## src/rtl/pipa_cell_request.sv

```systemverilog
// PIPA counter-request stage: synchronizes the six active-low pulse lines, nets them per axis
// in a saturating signed backlog, and serves one increment/decrement request at a time round-robin.

module pipa_sync_line #(
   parameter int SYNC_STAGES = 2
) (
   input  logic CLOCK,
   input  logic rst_,
   input  logic line_n,
   output logic fall
);
   logic [SYNC_STAGES-1:0] sync;
   logic                   prev;

   always_ff @(posedge CLOCK or negedge rst_) begin
      if (!rst_) begin
         sync <= '1;
         prev <= 1'b1;
      end else begin
         sync <= {sync[SYNC_STAGES-2:0], line_n};
         prev <= sync[SYNC_STAGES-1];
      end
   end

   // One event per 1->0 transition; a line held low counts once.
   assign fall = prev & ~sync[SYNC_STAGES-1];
endmodule

module pipa_axis_backlog (
   input  logic       CLOCK,
   input  logic       rst_,
   input  logic       clr,
   input  logic       up,
   input  logic       dn,
   input  logic       ack_plus,
   input  logic       ack_minus,
   output logic [2:0] b,
   output logic       ovf
);
   logic signed [3:0] sum;
   logic [2:0]        b_next;

   // Four-bit headroom holds -5..+5 before clamping to -3..+3.
   always_comb begin
      sum    = 4'({b[2], b}) + 4'(up) - 4'(dn) - 4'(ack_plus) + 4'(ack_minus);
      ovf    = (sum > 4'sd3) || (sum < -4'sd3);
      b_next = ovf ? (sum[3] ? 3'b101 : 3'b011) : sum[2:0];
   end

   always_ff @(posedge CLOCK or negedge rst_) begin
      if (!rst_)    b <= 3'd0;
      else if (clr) b <= 3'd0;
      else          b <= b_next;
   end
endmodule

module pipa_cell_request #(
   parameter int GATE_DELAY  = 20,
   parameter int SYNC_STAGES = 2
) (
   input  logic       CLOCK,
   input  logic       rst_,
   input  logic       PIPAXp_,
   input  logic       PIPAXm_,
   input  logic       PIPAYp_,
   input  logic       PIPAYm_,
   input  logic       PIPAZp_,
   input  logic       PIPAZm_,
   input  logic       GOJAM,
   input  logic       CTR_ACK,
   output logic       CTR_REQ,
   output logic [1:0] CTR_AXIS,
   output logic       CTR_DIR,
   output logic       PIPDRP
);
   if (SYNC_STAGES < 2 || GATE_DELAY < 0) begin : g_param_check
      $error("pipa_cell_request: SYNC_STAGES must be >= 2 and GATE_DELAY >= 0");
   end

   typedef enum logic {IDLE, PRESENT} state_t;

   state_t          state;
   logic [1:0]      rr;
   logic [5:0]      line_n;
   logic [5:0]      fall;
   logic [2:0][2:0] b;
   logic [2:0]      ovf;
   logic            ack_take;

   // Line order: even index = plus, odd index = minus, two lines per axis.
   assign line_n   = {PIPAZm_, PIPAZp_, PIPAYm_, PIPAYp_, PIPAXm_, PIPAXp_};
   assign ack_take = (state == PRESENT) & CTR_ACK;

   for (genvar i = 0; i < 6; i++) begin : g_sync
      pipa_sync_line #(.SYNC_STAGES(SYNC_STAGES)) u_sync (
         .CLOCK (CLOCK),
         .rst_  (rst_),
         .line_n(line_n[i]),
         .fall  (fall[i])
      );
   end

   for (genvar a = 0; a < 3; a++) begin : g_axis
      pipa_axis_backlog u_blog (
         .CLOCK    (CLOCK),
         .rst_     (rst_),
         .clr      (GOJAM),
         .up       (fall[2*a]),
         .dn       (fall[2*a+1]),
         .ack_plus (ack_take & (CTR_AXIS == 2'(a)) & ~CTR_DIR),
         .ack_minus(ack_take & (CTR_AXIS == 2'(a)) &  CTR_DIR),
         .b        (b[a]),
         .ovf      (ovf[a])
      );
   end

   logic [2:0] idx;
   logic [2:0] cur_b;
   logic       pick_vld;
   logic [1:0] pick_axis;

   // Scan from rr downward in priority so the first nonzero axis after rr wins.
   always_comb begin
      pick_vld  = 1'b0;
      pick_axis = 2'd0;
      idx       = 3'd0;
      for (int i = 2; i >= 0; i--) begin
         idx = {1'b0, rr} + 3'(i);
         if (idx >= 3'd3) idx = idx - 3'd3;
         if (b[idx[1:0]] != 3'd0) begin
            pick_vld  = 1'b1;
            pick_axis = idx[1:0];
         end
      end
      cur_b = b[CTR_AXIS];
   end

   always_ff @(posedge CLOCK or negedge rst_) begin
      if (!rst_) begin
         state    <= IDLE;
         rr       <= 2'd0;
         CTR_REQ  <= 1'b0;
         CTR_AXIS <= 2'd0;
         CTR_DIR  <= 1'b0;
      end else if (GOJAM) begin
         state   <= IDLE;
         rr      <= 2'd0;
         CTR_REQ <= 1'b0;
      end else begin
         case (state)
            IDLE: if (pick_vld) begin
               state    <= PRESENT;
               CTR_REQ  <= 1'b1;
               CTR_AXIS <= pick_axis;
               CTR_DIR  <= b[pick_axis][2];
            end
            PRESENT: if (CTR_ACK) begin
               state   <= IDLE;
               CTR_REQ <= 1'b0;
               rr      <= (CTR_AXIS == 2'd2) ? 2'd0 : CTR_AXIS + 2'd1;
            end else if (cur_b == 3'd0 || cur_b[2] != CTR_DIR) begin
               // Opposing pulses drained or flipped the backlog: withdraw, rr unchanged.
               state   <= IDLE;
               CTR_REQ <= 1'b0;
            end
            default: state <= IDLE;
         endcase
      end
   end

   always_ff @(posedge CLOCK or negedge rst_) begin
      if (!rst_)       PIPDRP <= 1'b0;
      else if (GOJAM)  PIPDRP <= 1'b0;
      else if (|ovf)   PIPDRP <= 1'b1;
   end
endmodule

```

## config.mk

```make
export PLATFORM = sky130hd
export DESIGN_NAME = pipa_cell_request
export DESIGN_NICKNAME = d
export VERILOG_FILES = /design/src/rtl/pipa_cell_request.sv
export SDC_FILE = /design/constraint.sdc
export NUM_CORES = 1
export LEC_CHECK = 0
export BUFFER_PORTS_ARGS = -buffer_cell sky130_fd_sc_hd__buf_4
export CORE_ASPECT_RATIO = 0.8
export CORE_MARGIN = 2
export CORE_UTILIZATION = 50
export CTS_CLUSTER_SIZE = 8
export DETAILED_ROUTE_END_ITERATION = 7
export GPL_ROUTABILITY_DRIVEN = 1
export HOLD_SLACK_MARGIN = 0.05
export PLACE_DENSITY = 0.77
export SKIP_CTS_REPAIR_TIMING = 1
export SLEW_MARGIN = 10
export SYNTH_ARGS = -nofsm -noshare
export SYNTH_HDL_FRONTEND = slang
export SYNTH_SLANG_ARGS = --single-unit
```

## constraint.sdc

```tcl
create_clock -name CLOCK -period 2.6 [get_ports CLOCK]
set_clock_uncertainty 0.15 [all_clocks]
set_input_delay 0.52 -clock CLOCK [delete_from_list [all_inputs] [get_ports CLOCK]]
set_output_delay 0.52 -clock CLOCK [all_outputs]
set_load 0.01 [all_outputs]
```

==> results of run 1 <==
worst max path at each step:
stage | endpoint | depth (start not counted)
after floorplan | PIPDRP$_DFFE_PN0P_ | 10
after global placement | PIPDRP$_DFFE_PN0P_ | 11
after detailed placement | PIPDRP$_DFFE_PN0P_ | 11
after CTS | PIPDRP$_DFFE_PN0P_ | 10
after global routing | PIPDRP$_DFFE_PN0P_ | 10
final | PIPDRP$_DFFE_PN0P_ | 10
worst reg2reg max path, stage by stage (launching register included):
cell and delay, ps:
dfrtp_2 420, nand2_8 60, or3_4 400, xnor2_2 150, fa_2 360, ha_4 170, fa_2 570, o211ai_1 110
o21a_1 130, nor2_1 110, a31oi_1 80
layer usage:
| metal | global-route usage | vias up |
|---|---|---|
| met2 | 0.3230 | 31 |
| met3 | 0.03741 | 13 |
| li1 | - | 684 |
| met4 | 0.1217 | 0 |
| met1 | 0.2730 | 715 |
| met5 | 0 | - |
through the flow:
| stage | instances | worst slack (ps) | hold slack (ps) | total power [mW] | utilization |
|---|---|---|---|---|---|
| 2_1_floorplan | 178 | -223.1 | 74.41 | 1.638 | - |
| 3_3_place_gp | 244 | -406.1 | 195.4 | 1.950 | 0.5886 |
| 3_5_place_dp | 244 | -478.1 | 197.5 | 2.030 | 0.5886 |
| 4_1_cts | 252 | -282.6 | 29.28 | 2.434 | 0.6131 |
| 5_1_grt | 254 | -336.1 | 175.9 | 2.717 | 0.6292 |
| 6_report | 254 | -229.2 | 189.1 | 2.514 | 0.6292 |
logic make-up after synthesis:
family                   count (synthesis)  share of synthesized area
AO/OA/AOI/OAI                           42                     0.1688
XOR/XNOR                                 3                    0.01369
adder cells (fa/ha/maj)                 14                     0.1147
buffers and inverters                   28                    0.06062
flip-flops                              35                     0.4681
multiplexers                             5                    0.02868
AND/OR/NAND/NOR                         51                     0.1454
layout by cell type (no fill, tap or decap), types with 6 or more instances in the layout:
cell | Yosys | final
a21oi_1 | 9 | 9
buf_4 | 0 | 29
clkbuf_8 | 0 | 6
dfrtp_1 | 17 | 16
dfstp_2 | 18 | 18
inv_1 | 22 | 22
nand2_1 | 10 | 9
nand2b_1 | 6 | 6
nor2_1 | 13 | 13
nor3_1 | 6 | 6
power groups by stage:
stage	Clock (mW)	Combinational, mW	Sequential (mW)
finish	0.395	1.30	0.816
global route	0.433	1.45	0.835
CTS	0.406	1.22	0.808
detailed placement	0	1.21	0.818
global placement	0	1.14	0.809
floorplan	0	0.846	0.792
flip-flops by register name, summed over array words and instances (netlist names):
register and cells:
g_sync.u_sync.sync 12, g_axis.u_blog.b 9, g_sync.u_sync.prev 6, CTR_AXIS 2
rr 2, CTR_DIR 1, CTR_REQ 1, PIPDRP 1
state 1
area by class of cell:
cell class | instances | area (um^2) | area share
Inverter | 22 | 82.58 | 0.03520
Timing Repair Buffer | 30 | 227.7 | 0.09707
Sequential cell | 35 | 899.6 | 0.3835
Multi-Input combinational cell | 115 | 989.7 | 0.4219
Tap cell | 44 | 55.05 | 0.02347
Clock buffer | 7 | 86.33 | 0.03680
Clock inverter | 1 | 5.005 | 0.002133
==> flow_metrics.tcl, run 1 <==
set metrics [dict create \
    reg2reg_slack_ps -230 \
    syn-cell-area_um2 1919 \
    wl_met1_um 1699 \
    power_density_nw_per_um2 1072 \
    fill_cells 288 \
    outcome "complete, but fails checks" \
    ys_warn_count 0 \
    top_layer "met4" \
    cts_sinks 35 \
    cp-end-kind "flip-flop" \
    hp-start "PIPAXp_" \
    setup_slack_ps -229.2 \
    antenna_found_initial 0 \
    post-route-period-util 1.088 \
    clkTransAtPathRegs_ps 70 \
    gp_congestion 0.8951 \
    overflow 0 \
    initial_core_util 0.5148 \
    wl_um 3896 \
    grt_pass1_vias 1451 \
    synth_flop_cell "dfstp_2" \
    startpoint "state$_DFF_PN0_" \
    worst-setup-path-type "flip-flop to flip-flop" \
    crit_arrival_ps 2840 \
    crit_slowest_cell "fa_2" \
    syn_inst 178 \
    synth_area_leaders "dfstp_2, dfrtp_1, fa_1" \
    synth_common_cells "inv_1, dfstp_2, dfrtp_1, nor2_1, nand2_1" \
    final.setup.tns_ps -490.3 \
    wire_per_inst_um 15.34 \
    cts_buffer_depth 2 \
    drc 0 \
    chipHeight_um 59.42 \
    path_common_cell "fa_2" \
    synth_cell_type_count 44 \
    first_iter_violations 62 \
    yosysSeqAreaShare 0.4681 \
    synth_top_area_cell "dfstp_2" \
    critical_path.cell_chain "nand2_8 > or3_4 > xnor2_2 > fa_2 > ha_4 > fa_2 > o211ai_1 > o21a_1 > nor2_1 > a31oi_1" \
    violations "setup timing" \
    grt_setup_unrepaired "yes" \
    hold_violations 0 \
    boundaryPins 15 \
    cts_buffers 5 \
    synth_top_area_frac 0.2464 \
    grt_pass1_wl_um 6624 \
    critical-path-top-delay-family "adder cells" \
    viasPerCell 5.681 \
    syn_nets 202 \
    pwr-share-clk 0.157 \
    areaGrowthSynthToFinish_pct 22.23 \
    max_slew_margin 0.7194 \
    min_to "g_sync[0].u_sync.sync[0]$_DFF_PN1_" \
    grt_use_total 0.2073 \
    tightest_slew_ps 417.7 \
    hpwl_um 2929 \
    async_reset_ff_frac 1.000 \
    slowest_delay_ps 570 \
    drt-pass1-iter-count 4 \
    dr_wl_met2_um 1946 \
    avgSynthCellArea_um2 10.78 \
    switchingPower_mw 1.005 \
    drv_cap 0 \
    drive_above_1_share 0.3619 \
    max_freq_ghz 0.3535 \
    cp_max_fo 4 \
    power_frac_comb 0.518 \
    cts_tree "built" \
    fp.coreArea_um2 3729 \
    hold_path_class "input pin to flip-flop" \
    setup_violations 5 \
    cts-htree-levels 2 \
    place_area_um2 2195 \
    io_buffer_count 14 \
    row_count 20 \
    grt_max_degree 36 \
    holdPathStages 1 \
    postRouteAntennaNets 0 \
    fp.dieArea_um2 4353 \
    period_needed_ps 2829 \
    peakVddDrop_v 0.0005700 \
    final_area_um2 2346 \
    die_x_um 73.27 \
    synth_most_common_cell "inv_1" \
    cts-root-buf "clkbuf_8" \
    switching_share 0.3996 \
    slew_violations 0 \
    internal_power_mw 1.509 \
    antenna_cells 0 \
    worstReg2RegEnd "PIPDRP$_DFFE_PN0P_" \
    worstSkewPairLatency_ps 280 \
    critPathBufInv 0 \
    met3_length_um 143 \
    reg2reg_from "state$_DFF_PN0_" \
    seqPwrFrac 0.325 \
    worst_setup_path_start_kind "flip-flop" \
    num_vias 1443 \
    synth_edf_count 0 \
    r2r_cells 10 \
    leakage_nw 1.040 \
    required_ps 2610 \
    nets 233 \
    ys_seq_elements 35 \
]
Note: power is estimated with default switching activity, not from simulation.
==> inputs of run 2 (changes only) <==
--- a/config.mk
+++ b/config.mk
@@ -5,7 +5,7 @@
 export SDC_FILE = /design/constraint.sdc
 export NUM_CORES = 1
 export LEC_CHECK = 0
-export BUFFER_PORTS_ARGS = -buffer_cell sky130_fd_sc_hd__buf_4
+export BUFFER_PORTS_ARGS = -buffer_cell sky130_fd_sc_hd__clkbuf_2
 export CORE_ASPECT_RATIO = 0.8
 export CORE_MARGIN = 2
 export CORE_UTILIZATION = 50
==> run 2 against run 1 <==
- the run still ends with setup timing left
- global-route usage is 0.10 points lower
- sequential share of layout area up 1.0 points
- largest power group unchanged
- final cell count is 1.2% lower
- critical path depth is the same
- clock-buffer cell count increased by 1
- power shrank 2.1%
- critical path type unchanged
- clock power decreased by 7.3%
- setup slack got worse by 29 ps
- final area is 2.6% lower
==> flow_metrics.tcl, run 2 (synthesis results as in run 1) <==
set metrics [dict create \
    outcome "complete, but fails checks" \
    violations "setup timing" \
    setup_slack_ps -258.4 \
    hold_violations 0 \
    reg2reg_slack_ps -260 \
    grt_max_degree 36 \
    cts_buffer_depth 2 \
    wire_per_inst_um 16.06 \
    period_needed_ps 2858 \
    initial_core_util 0.5148 \
    fin_util 0.6128 \
    required_ps 2610 \
    clkTransAtPathRegs_ps 70 \
    overflow 0 \
    drt-pass1-iter-count 4 \
    drv_cap 0 \
    leakage_nw 1.011 \
    largest_reg_flops 12 \
    setup_violations 6 \
    crit_arrival_ps 2870 \
    antenna_cells 0 \
    cts_tree "built" \
    nets 230 \
    crit_path_end "PIPDRP$_DFFE_PN0P_" \
    grt_setup_unrepaired "yes" \
    antenna_found_initial 0 \
    reg2reg_from "state$_DFF_PN0_" \
    cts_buffers 5 \
    worst-setup-path-type "flip-flop to flip-flop" \
    layout_commonest_cell "inv_1" \
    cts-root-buf "clkbuf_8" \
    tightest_slew_ps 825.1 \
    fp.dieArea_um2 4353 \
    drive_above_1_share 0.3382 \
    postRouteAntennaNets 0 \
    first_iter_violations 31 \
    grt_pass1_vias 1490 \
    holdWs_ps 159.1 \
    hold_path_class "input pin to flip-flop" \
    peakVddDrop_v 0.0005518 \
    fp.coreArea_um2 3729 \
    startpoint "state$_DFF_PN0_" \
    io_buffer_count 14 \
    die_x_um 73.27 \
    max_slew_margin 0.4499 \
    areaGrowthSynthToFinish_pct 19.04 \
    power_density_nw_per_um2 1077 \
    row_count 20 \
    boundaryPins 15 \
    gp_congestion 0.8557 \
    chipHeight_um 59.42 \
    grt_pass1_wl_um 6693 \
    hpwl_um 2996 \
    worst_setup_path_start_kind "flip-flop" \
    cts_sinks 35 \
    most-common-layout-cells "inv_1, dfstp_2, dfrtp_1" \
    top_regs "g_sync.u_sync.sync (12), g_axis.u_blog.b (9), g_sync.u_sync.prev (6)" \
    max_freq_ghz 0.3498 \
    post-route-period-util 1.099 \
    num_vias 1449 \
    drc 0 \
    worstSkewPairLatency_ps 290 \
    cp-end-kind "flip-flop" \
    wl_um 4031 \
    viasPerCell 5.773 \
    cts-htree-levels 2 \
    largest-register "g_sync.u_sync.sync" \
    grt_use_total 0.2063 \
    worstReg2RegEnd "PIPDRP$_DFFE_PN0P_" \
    slew_violations 0 \
    cp_max_fo 4 \
    r2r_cells 10 \
]
run 2: power breakdown:
part | internal [mW] | switching (mW) | total, mW
Sequential | 0.661 | 0.177 | 0.838
Combinational | 0.601 | 0.657 | 1.26
Clock | 0.190 | 0.176 | 0.366
Total | 1.45 | 1.01 | 2.46
run 2: layout make-up:
type | instances | area, um^2
Fill cell | 303 | 1444
Multi-Input combinational cell | 115 | 999.7
Sequential cell | 35 | 899.6
Timing Repair Buffer | 27 | 167.7
Inverter | 22 | 82.58
Clock buffer | 8 | 80.08
Tap cell | 44 | 55.05
run 2: worst min-delay path by stage:
| stage | startpoint | to | slack, ps | cells after the start |
|---|---|---|---|---|
| after floorplan | rst_ | CTR_AXIS[0]$_DFFE_PN0P_ | 70 | 0 |
| after global placement | g_sync[3].u_sync.sync[0]$_DFF_PN1_ | g_sync[3].u_sync.sync[1]$_DFF_PN1_ | 200 | 0 |
| after detailed placement | g_sync[2].u_sync.sync[0]$_DFF_PN1_ | g_sync[2].u_sync.sync[1]$_DFF_PN1_ | 200 | 0 |
| after CTS | PIPAYp_ | g_sync[2].u_sync.sync[0]$_DFF_PN1_ | 150 | 1 |
| after global routing | PIPAXp_ | g_sync[0].u_sync.sync[0]$_DFF_PN1_ | 150 | 1 |
| final | PIPAYp_ | g_sync[2].u_sync.sync[0]$_DFF_PN1_ | 160 | 1 |
run 2: stage by stage:
stage / instance area (um^2) / setup TNS (ps) / setup slack (ps) / power, mW / instances
2_1_floorplan: 1963 / -594.8 / -223.1 / 1.638 / 178
3_3_place_gp: 2145 / -2104 / -436.5 / 1.912 / 242
3_5_place_dp: 2145 / -2543 / -572.5 / 1.999 / 242
4_1_cts: 2225 / -1020 / -349.4 / 2.373 / 250
5_1_grt: 2285 / -1526 / -350.0 / 2.653 / 251
6_report: 2285 / -750.5 / -258.4 / 2.462 / 251
run 2: worst max-delay path, cell delays in order (launching register included):
cell and delay [ps]:
dfrtp_2 420, nand2_8 60, or3_4 400, xnor2_2 150, fa_2 360, ha_4 170, fa_2 570, o211ai_1 110
o21a_1 130, nor2_1 120, a31oi_1 80
run 2: per-layer routing:
layer,vias up,share of wire,track usage
met5,-,0,0
met4,0,0.015,0.07937
met3,7,0.032,0.05442
met2,27,0.51,0.3346
met1,740,0.44,0.2663
li1,675,-,-
==> inputs of run 3 (changes only) <==
--- a/config.mk
+++ b/config.mk
@@ -13,7 +13,7 @@
 export DETAILED_ROUTE_END_ITERATION = 7
 export GPL_ROUTABILITY_DRIVEN = 1
 export HOLD_SLACK_MARGIN = 0.05
-export PLACE_DENSITY = 0.77
+export PLACE_DENSITY = 0.68
 export SKIP_CTS_REPAIR_TIMING = 1
 export SLEW_MARGIN = 10
 export SYNTH_ARGS = -nofsm -noshare
==> run 3 against run 2 <==
- the run still ends with setup timing left
- clock-buffer cell count is 3 lower
- critical path depth shrank 1
- sequential share of layout area down 0.83 points
- die area unchanged
- register-to-register slack improved by 110 ps
- via count grew 0.76%
- global-route usage decreased by 0.24 points
- largest cell class unchanged
==> flow_metrics.tcl, run 3 (synthesis results as in run 1) <==
set metrics [dict create \
    initial_core_util 0.5148 \
    min_to "g_sync[1].u_sync.sync[0]$_DFF_PN1_" \
    viasPerCell 5.681 \
    gp_congestion 0.8917 \
    reg2reg_from "CTR_AXIS[1]$_DFFE_PN0P_" \
    max_slew_margin 0.4570 \
    chipHeight_um 59.42 \
    max_freq_ghz 0.3641 \
    fill_cells 304 \
    io_buffer_count 14 \
    top_regs "g_sync.u_sync.sync (12), g_axis.u_blog.b (9), g_sync.u_sync.prev (6)" \
    cts-htree-levels 2 \
    worst-setup-path-type "flip-flop to flip-flop" \
    worstReg2RegEnd "PIPDRP$_DFFE_PN0P_" \
    setup_violations 5 \
    tightest_slew_ps 814.6 \
    worstSkewPairLatency_ps 280 \
    grt_setup_unrepaired "yes" \
    die_x_um 73.27 \
    post-route-period-util 1.056 \
    slowest_delay_ps 520 \
    grt_max_degree 36 \
    crit_arrival_ps 2750 \
    fin_util 0.6268 \
    setup_slack_ps -146.5 \
    hpwl_um 3065 \
    cts_sinks 35 \
    crit_slowest_cell "fa_1" \
    row_count 20 \
    violations "setup timing" \
    hp-start "PIPAXm_" \
    cts_tree "built" \
    wl_um 4083 \
    cts_buffer_depth 2 \
    outcome "complete, but fails checks" \
    boundaryPins 15 \
    cp-end-kind "flip-flop" \
    num_vias 1460 \
    cts_buffers 5 \
    critical_path.cell_chain "or3_4 > xnor2_2 > fa_2 > ha_4 > fa_1 > o211ai_1 > o21a_1 > nor2_1 > a31oi_1" \
    drc 0 \
    worst_setup_path_start_kind "flip-flop" \
    place_area_um2 2190 \
    nets 236 \
    clkTransAtPathRegs_ps 70 \
    cts-root-buf "clkbuf_8" \
    drive_above_1_share 0.3897 \
    most-common-layout-cells "inv_1, dfstp_2, buf_4" \
    fp.dieArea_um2 4353 \
    fp.coreArea_um2 3729 \
    critPathBufInv 0 \
    cp_max_fo 3 \
    layout_commonest_cell "inv_1" \
    largest-register "g_sync.u_sync.sync" \
    antenna_cells 0 \
    areaGrowthSynthToFinish_pct 21.77 \
    grt_use_total 0.2039 \
    final_area_um2 2337 \
    required_ps 2600 \
    leakage_nw 1.049 \
    slew_violations 0 \
    wire_per_inst_um 15.89 \
    power_density_nw_per_um2 1087 \
    critical-path-top-delay-family "adder cells" \
    holdPathStages 1 \
    drt-pass1-iter-count 4 \
    final.setup.tns_ps -476.0 \
    period_needed_ps 2746 \
    first_iter_violations 64 \
    drv_cap 0 \
    grt_pass1_vias 1412 \
    largest_reg_flops 12 \
    overflow 0 \
    postRouteAntennaNets 0 \
    hold_violations 0 \
    hold_path_class "input pin to flip-flop" \
    antenna_found_initial 0 \
    grt_pass1_wl_um 6548 \
    reg2reg_slack_ps -150 \
    peakVddDrop_v 0.0005920 \
    r2r_cells 9 \
]
[run 3: changes by cell type in the layout (fill, tap and decap cells not counted), moves of 2 or more]
cell	delta
o21ai_1	+2
o21ai_0	-3
inv_2	+2
buf_6	+2
buf_4	+4
inv_4	+2
inv_1	-2
clkbuf_1	-3
[run 3: worst register-to-register path, stage by stage (launching register included)]
cell,delay [ps]
dfrtp_1,440
or3_4,430
xnor2_2,160
fa_2,370
ha_4,160
fa_1,520
o211ai_1,90
o21a_1,120
nor2_1,90
a31oi_1,80
[run 3: per-layer routing]
layer | routed length, um | vias up | GRT usage
li1 | - | 693 | -
met1 | 1910 | 715 | 0.2746
met2 | 1966 | 46 | 0.3333
met3 | 155 | 6 | 0.03401
met4 | 51 | 0 | 0.07672
met5 | 0 | - | 0
[run 3: through the flow]
step,worst slack [ps],std cells,hold slack [ps],total power [mW]
final,-146.5,257,167.9,2.540
after global routing,-270.3,257,150.8,2.732
after CTS,-241.8,256,160.8,2.442
after detailed placement,-470.0,248,197.0,2.055
after global placement,-399.7,248,195.4,1.982
after floorplan,-223.1,178,74.41,1.638
[run 3: worst max-delay path by stage]
stage	startpoint	end	slack, ps	cells past startpoint
floorplan	CTR_ACK	PIPDRP$_DFFE_PN0P_	-220	10
global placement	CTR_ACK	PIPDRP$_DFFE_PN0P_	-400	11
detailed placement	CTR_ACK	PIPDRP$_DFFE_PN0P_	-470	11
CTS	state$_DFF_PN0_	PIPDRP$_DFFE_PN0P_	-240	10
global route	CTR_AXIS[0]$_DFFE_PN0P_	PIPDRP$_DFFE_PN0P_	-270	10
finish	CTR_AXIS[1]$_DFFE_PN0P_	PIPDRP$_DFFE_PN0P_	-150	9
[run 3: cell type report]
cell class                 instances  area, um^2  share of cell area
clock buffer                       5       68.82             0.02944
clock inverter                     3       17.52            0.007495
inverter                          22       82.58             0.03533
multi-input combinational        115       992.2              0.4245
sequential                        35       900.9              0.3854
tap                               44       55.05             0.02355
timing repair buffer              33       220.2             0.09422
[run 3: where the power goes]
group / switching [mW] / total, mW / leakage (nW) / internal [mW]
logic: 0.688 / 1.32 / 0.593 / 0.636
registers: 0.175 / 0.837 / 0.407 / 0.662
clock network: 0.192 / 0.379 / 0.0488 / 0.188
